--- src/rtl/wave_reader.sv ---
// Read-side sequencer for the sample ROM: a fractional phase accumulator drives
// the ROM address and each fetched sample is offered on a valid/ready handshake.
module wave_reader #(
    parameter int SIZE     = 32,
    parameter int ADDR_W   = 12,
    parameter int SAMPLE_W = 12,
    parameter int FRAC_W   = 8,
    parameter int PHASE_W  = ADDR_W + FRAC_W
) (
    input  logic                clk,
    input  logic                rst,
    input  logic                en,
    input  logic [PHASE_W-1:0]  step,
    output logic [ADDR_W-1:0]   address,
    input  logic [SAMPLE_W-1:0] sample_in,
    output logic [SAMPLE_W-1:0] out_sample,
    output logic                out_valid,
    input  logic                out_ready,
    output logic                wrap
);

    localparam logic [PHASE_W:0]   LIM    = (PHASE_W+1)'(SIZE << FRAC_W);
    localparam logic [PHASE_W-1:0] LIM_M1 = PHASE_W'(LIM - 1'b1);

    typedef enum logic [1:0] {IDLE, FETCH, CAPTURE, HOLD} state_t;

    state_t                r_state;
    logic [PHASE_W-1:0]    r_phase;
    logic [SAMPLE_W-1:0]   r_sample;
    logic                  r_valid;
    logic                  r_wrap;

    logic [PHASE_W-1:0]    w_step_c;
    logic [PHASE_W:0]      w_nxt;
    logic                  w_wrap;
    logic [PHASE_W-1:0]    w_phase_nxt;

    // Clamp keeps a single subtraction sufficient to bring the phase back in range.
    assign w_step_c    = ({1'b0, step} >= LIM) ? LIM_M1 : step;
    assign w_nxt       = {1'b0, r_phase} + {1'b0, w_step_c};
    assign w_wrap      = (w_nxt >= LIM);
    assign w_phase_nxt = w_wrap ? PHASE_W'(w_nxt - LIM) : w_nxt[PHASE_W-1:0];

    always_ff @(posedge clk) begin
        if (!rst) begin
            r_state  <= IDLE;
            r_phase  <= '0;
            r_sample <= '0;
            r_valid  <= 1'b0;
            r_wrap   <= 1'b0;
        end else begin
            r_wrap <= 1'b0;
            case (r_state)
                IDLE: begin
                    if (en) r_state <= FETCH;
                end
                FETCH: begin
                    r_state <= CAPTURE;
                end
                CAPTURE: begin
                    r_sample <= sample_in;
                    r_valid  <= 1'b1;
                    r_state  <= HOLD;
                end
                HOLD: begin
                    // en is only honoured once the pending sample is accepted.
                    if (out_ready) begin
                        r_valid <= 1'b0;
                        r_phase <= w_phase_nxt;
                        r_wrap  <= w_wrap;
                        r_state <= en ? FETCH : IDLE;
                    end
                end
                default: r_state <= IDLE;
            endcase
        end
    end

    assign address    = r_phase[PHASE_W-1:FRAC_W];
    assign out_sample = r_sample;
    assign out_valid  = r_valid;
    assign wrap       = r_wrap;

endmodule
--- config.mk ---
export PLATFORM = sky130hd
export DESIGN_NAME = wave_reader
export DESIGN_NICKNAME = d
export VERILOG_FILES = /design/src/rtl/wave_reader.sv
export SDC_FILE = /design/constraint.sdc
export NUM_CORES = 1
export LEC_CHECK = 0
export ABC_AREA = 1
export CORE_MARGIN = 5
export CORE_UTILIZATION = 53
export CTS_CLUSTER_DIAMETER = 60
export CTS_CLUSTER_SIZE = 14
export DETAILED_ROUTE_END_ITERATION = 12
export PLACE_DENSITY = 0.82
export SLEW_MARGIN = 20
export SYNTH_ARGS = -nofsm -noshare
export SYNTH_HDL_FRONTEND = slang
export SYNTH_SLANG_ARGS = --single-unit
--- constraint.sdc ---
create_clock -name clk -period 4.3 [get_ports clk]
set_input_delay 0.645 -clock clk [delete_from_list [all_inputs] [get_ports clk]]
set_output_delay 0.645 -clock clk [all_outputs]
set_load 0.005 [all_outputs]
==> results of run 1 <==
[final cells by class]
| cell class | instances | area (um2) | share of cell area [%] |
|---|---|---|---|
| well taps | 75 | 93.8 | 2.42 |
| inverters | 71 | 267 | 6.86 |
| multi-input cells | 381 | 2060 | 53.0 |
| clock buffers | 5 | 68.8 | 1.77 |
| repair buffers | 67 | 656 | 16.9 |
| flip-flops and latches | 36 | 721 | 18.6 |
| clock inverters | 3 | 18.8 | 0.483 |
[logic make-up after synthesis]
logic type	after synthesis	share of synthesized area, %
AND/OR/NAND/NOR	278	40.9
buffers and inverters	90	12.4
AO/OA/AOI/OAI	61	10.5
flip-flops	36	22.9
adder cells (fa/ha/maj)	26	10.6
XOR/XNOR	9	2.51
other	1	0.119
[routing by layer]
metal,part of all wire [%],global-route usage (%),vias up
met5,0,0,-
met4,3.0,9.49,0
met3,8.6,3.41,26
met2,45,39.1,144
met1,43,29.0,1512
li1,-,-,1690
[layout by cell type, fill, tap and decap left out, types with 3 or more instances in the layout]
master,n
ha_1,25
inv_2,3
or2_2,12
nor3_1,5
nor2_1,50
nand2_2,14
inv_1,67
xnor2_1,7
nand3b_1,4
conb_1,7
nand3_1,26
nand3_2,3
nand4_1,8
nor2_2,8
a21oi_1,21
nand2_1,138
clkbuf_8,5
clkdlybuf4s50_1,61
dfxtp_1,36
o21ai_0,29
buf_4,6
[report_power, final]
part           total (W)  switching [W]  internal (W)
logic            0.00103       0.000614      0.000415
clock network   0.000255       0.000142      0.000113
registers       0.000440      0.0000388      0.000401
[per-stage QoR]
stage | utilization [%] | area, um2 | hold WS, ps | power (W)
2_1_floorplan | - | 3160 | 435 | 0.00114
3_3_place_gp | 64.8 | 3790 | 449 | 0.00142
3_5_place_dp | 64.8 | 3790 | 457 | 0.00145
4_1_cts | 66.3 | 3880 | 478 | 0.00171
5_1_grt | 66.4 | 3880 | 510 | 0.00188
6_report | 66.4 | 3880 | 471 | 0.00172
[final timing paths]
path                 end       start  depth (start not counted)
max reg2reg  r_phase[14]  r_phase[0]                         17
min           r_phase[7]  r_phase[7]                          2
max          r_phase[14]    step[15]                         23
min reg2reg   r_phase[7]  r_phase[7]                          2
[sequential cells by signal, summed over array words and instances (netlist names)]
register	cells
r_phase	20
out_sample	12
r_state	2
out_valid	1
wrap	1
[critical path, stage by stage]
cell and delay (ps):
clkdlybuf4s50_1 390, or4_1 530, nor4_2 170, inv_2 150, or2_2 300, ha_1 370, nand2_1 140, inv_1 60
nand2_1 110, inv_1 50, a21oi_1 180, nand2_1 70, nand2_1 70, nand2_2 50, inv_1 80, ha_1 220
nand2_2 60, nor2_1 100, and2_4 180, nand3_4 90, nand2_1 80, nand3_1 60, nand2_1 70
==> reports/qor.txt, run 1 <==
Final Cycle Share -> 92.6%
#FFs+latches synth -> 36
arrival time worst endpoint -> 4230 ps
Synth-to-Final Area Change -> 23.6%
# resized after CTS -> 0
crit-path max FO -> 13
DRT iter0 DRCs -> 132
clock tree from TritonCTS -> built
ys async rst share -> 0%
RePlAce Congestion -> 0.923
Ys Warns -> 0
clock sink count -> 36
Fmax -> 251 MHz
Crit. End Element -> flop
Max IR drop VDD -> 238 uV
post-synthesis area per instance -> 6.27 um2
Clock Skew -> 9.93 ps
HPWL after DPL -> 6.63 mm
first-pass GRT wire length -> 14.1 mm
WP data required -> 4550 ps
EDFF count, synth -> 0
Netlist cell types -> 40
Worst-Margin Slew -> 584 ps
CP startpoint kind -> input pin
area leader, netlist -> dfxtp_1
setup bufs post-CTS -> 0
max_slew headroom -> 60.9%
synthesized area -> 3140 um2
DRC viols -> 0
Final #Nets -> 624
top cell type's share of synthesized area -> 22.9%
hold_buf cts -> 0
RSZ-0062 raised after global routing -> no
Antenna Cells -> 0
chip width -> 87.0 um
Power Density -> 444 nW/um2
CTS clk-pin slew, worst paths -> 80 ps
status -> completed
pin count of the biggest net entering global routing -> 20
cell count after synthesis -> 501
vias post-DR -> 3372
ys flop type -> dfxtp_1
DR WL/cell -> 13.1 um
worst hold path class -> flop to flop
IO buf count -> 61
vias in the first global route -> 3255
Total GRT Usage -> 23.0%
final setup vio count -> 0
Max Slew Vio Count -> 0
Clock Root Buffer -> clkbuf_8
initial core utilization -> 53.7%
gr ovfl total -> 0
Period minus WS final -> 3980 ps
count leader, synth -> nand2_1
Setup Crit Path Kind -> input pin to flop
Rows -> 28
Layout Cells excl Fill -> 638
Antenna Nets Post-Route -> 0
final setup TNS -> 0 ps
initial antenna violation count -> 0
CTS Buf Count -> 5
Post-synth top cells -> nand2_1, inv_1, nor2_1, dfxtp_1, o21ai_0
Fillers -> 500
Die Span Y -> 87.0 um
Seq/Total Area, Yosys -> 22.9%
dpl cells -> 630
CTS H-tree depth -> 2
# IOs -> 62
P_leak -> 1.91 nW
leading post-synthesis cells by cell area -> dfxtp_1, nand2_1, ha_1
PnR worst setup slack -> 319 ps
die area -> 7570 um2
share of cells above drive strength 1 -> 11.4%
Place WS -> -4.42 ps
total detailed-routing wirelength -> 8.34 mm
Initial DRT Pass Iterations -> 5
clk_lat worst skew -> 300 ps
number of max-cap violations -> 0
core box area -> 5850 um2
CTS Buffer Depth -> 2
reg-to-reg slack, setup -> 1770 ps
hold violation total from the final report -> 0
Via-to-Cell Ratio -> 5.29
Note: power is estimated with default switching activity, not from simulation.
==> run 2: changes to the inputs <==
Settings changed: CORE_UTILIZATION 53 to 50, PLACE_DENSITY 0.82 to 0.78.
==> run 2 against run 1 <==
First-iteration DRC count is 48% higher. Cell area is 6.3% higher. Routed wire length is 8.4% higher. Via count is 0.71% lower.
==> reports/qor.txt, run 2 (synthesis results as in run 1) <==
Critical R2R Launch -> r_phase[0]
Bufs and invs on worst path -> 2 (-3)
gr ovfl total -> 0 (unchanged)
RSZ-0062 raised after global routing -> no
CP startpoint -> step[15]
DRC viols -> 0 (unchanged)
Setup Crit Path Kind -> input pin to flop
# IOs -> 62 (unchanged)
clock sink count -> 36 (unchanged)
Antenna Nets Post-Route -> 0 (unchanged)
Final Cycle Share -> 96.2% (+3.6 points)
worst hold path class -> flop to flop
arrival time worst endpoint -> 4380 ps (+150 ps)
max incr delay on CP -> 550 ps (+20 ps)
DRT iter0 DRCs -> 196 (+48%)
total detailed-routing wirelength -> 9.04 mm (+8.4%)
P_leak -> 1.96 nW (+2.6%)
Clock Root Buffer -> clkbuf_8
Top reg by flops -> r_phase
clk_lat worst skew -> 300 ps (about the same)
chip width -> 89.3 um (+2.6%)
Crit. End Element -> flop
CTS H-tree depth -> 2 (unchanged)
Place WS -> -104 ps (-100 ps)
Fillers -> 522 (+4.4%)
Antenna Cells -> 0 (unchanged)
Hold WS -> 484 ps (+13.7 ps)
number of max-cap violations -> 0 (unchanged)
Largest register FFs -> 20 (unchanged)
RePlAce Congestion -> 0.951 (+3.0%)
PnR worst setup slack -> 163 ps (-156 ps)
status -> completed
RR Endpoint -> r_phase[18]
die area -> 7970 um2 (+5.3%)
CP dominant cell by count -> nand2_1
initial antenna violation count -> 0 (unchanged)
CTS Buffer Depth -> 2 (unchanged)
hold_buf cts -> 0 (unchanged)
Final #Nets -> 627 (+0.48%)
Max IR drop VDD -> 213 uV (-10%)
Via-to-Cell Ratio -> 5.22 (-1.2%)
worst-path cell chain -> clkdlybuf4s50_1 > or4_4 > nor4_4 > clkinvlp_4 > or2_2 > ha_4 > nand2_1 > nor2_2 > nand3_1 > nand3_1 > nand2_1 > nand2_1 > nand2_1 > nor2_1 > nand3_1 > o21ai_2 > nand3_1 > nand2_1
initial core utilization -> 52.1% (-1.6 points)
IO buf count -> 61 (unchanged)
Synth-to-Final Area Change -> 31.4%
Period minus WS final -> 4140 ps (+156 ps)
first-pass GRT wire length -> 13.9 mm (-1.3%)
core box area -> 6030 um2 (+3.0%)
reg-to-reg slack, setup -> 1750 ps (-20 ps)
Power Density -> 447 nW/um2 (+0.69%)
Worst-Margin Slew -> 677 ps (+92.5 ps)
Total GRT Usage -> 21.9% (-1.1 points)
hold path depth -> 2 (unchanged)
WP data required -> 4540 ps (about the same)
CTS clk-pin slew, worst paths -> 80 ps (about the same)
hold violation total from the final report -> 0 (unchanged)
Worst path depth -> 18 (-22%)
commonest non-fill, non-tap cell in the layout -> nand2_1
Clock Skew -> 11.3 ps (+1.41 ps)
HPWL after DPL -> 6.81 mm (+2.6%)
FF-to-FF path depth -> 16 (-1)
Die Span Y -> 89.3 um (+2.6%)
Fmax -> 242 MHz (-3.8%)
max_slew headroom -> 54.7% (-6.2 points)
final setup TNS -> 0 ps (unchanged)
CTS Buf Count -> 5 (unchanged)
share of cells above drive strength 1 -> 17.7% (+6.3 points)
pin count of the biggest net entering global routing -> 20 (unchanged)
slowest cell on the critical path -> or4_4
final setup vio count -> 0 (unchanged)
commonest non-fill, non-tap cells in the layout -> nand2_1, inv_1, clkdlybuf4s50_1
crit path capture -> r_phase[18]
crit-path max FO -> 6 (-7)
clock tree from TritonCTS -> built
Max Slew Vio Count -> 0 (unchanged)
Crit path max-delay family -> simple AND/OR/NAND/NOR gates
CP startpoint kind -> input pin
vias in the first global route -> 3039 (-6.6%)
Rows -> 28 (unchanged)
vias post-DR -> 3348 (-0.71%)
DR WL/cell -> 14.1 um (+7.9%)
Initial DRT Pass Iterations -> 5 (unchanged)
-- run 2: layer usage --
metal / part of all wire [%] / vias up / GRT usage (%) / wire length, um
met5: 0 / - / 0 / 0
met4: 2.3 / 0 / 5.14 / 209
met3: 6.9 / 24 / 2.76 / 622
met2: 46 / 131 / 38.0 / 4150
met1: 45 / 1499 / 28.9 / 4060
li1: - / 1694 / - / -
-- run 2: worst min-delay path by stage --
stage,startpoint,to
2_1_floorplan,r_phase[0],r_phase[0]
3_3_place_gp,r_phase[6],r_phase[6]
3_5_place_dp,r_phase[0],r_phase[0]
4_1_cts,r_phase[0],r_phase[0]
5_1_grt,r_phase[18],r_phase[18]
6_report,r_phase[0],r_phase[0]
-- run 2: power by group --
| group | total (W) | internal, W | leakage, nW | switching, W |
|---|---|---|---|---|
| combinational | 0.00115 | 0.000476 | 1.62 | 0.000670 |
| sequential | 0.000446 | 0.000401 | 0.293 | 0.0000447 |
| clock | 0.000254 | 0.000113 | 0.0479 | 0.000140 |
| total | 0.00185 | 0.000991 | 1.96 | 0.000855 |
-- run 2: repair_timing --
item,CTS,global route
buffers inserted,0,1
resized for setup,0,50
endpoints found under the setup margin,0,8
-- run 2: layout make-up --
type	count	area, um2	area share [%]
inverter	71	267	6.45
timing repair buffer	69	671	16.2
sequential	36	721	17.5
timing repair inverter	1	7.51	0.182
clock inverter	3	18.8	0.455
tap	75	93.8	2.27
multi-input combinational	381	2280	55.3
clock buffer	5	68.8	1.67
-- run 2: metrics by stage --
stage | cell area [um2] | total power [W] | utilization, % | std cells
floorplan | 3160 | 0.00114 | - | 507
global placement | 3800 | 0.00144 | 63.0 | 631
detailed placement | 3800 | 0.00147 | 63.0 | 631
CTS | 3880 | 0.00173 | 64.5 | 639
global route | 4130 | 0.00200 | 68.5 | 641
finish | 4130 | 0.00185 | 68.5 | 641
-- run 2: worst min-delay path: stages (launching register included) --
cell     delay [ps]
dfxtp_1         340
nand2_1          50
o21ai_0          60
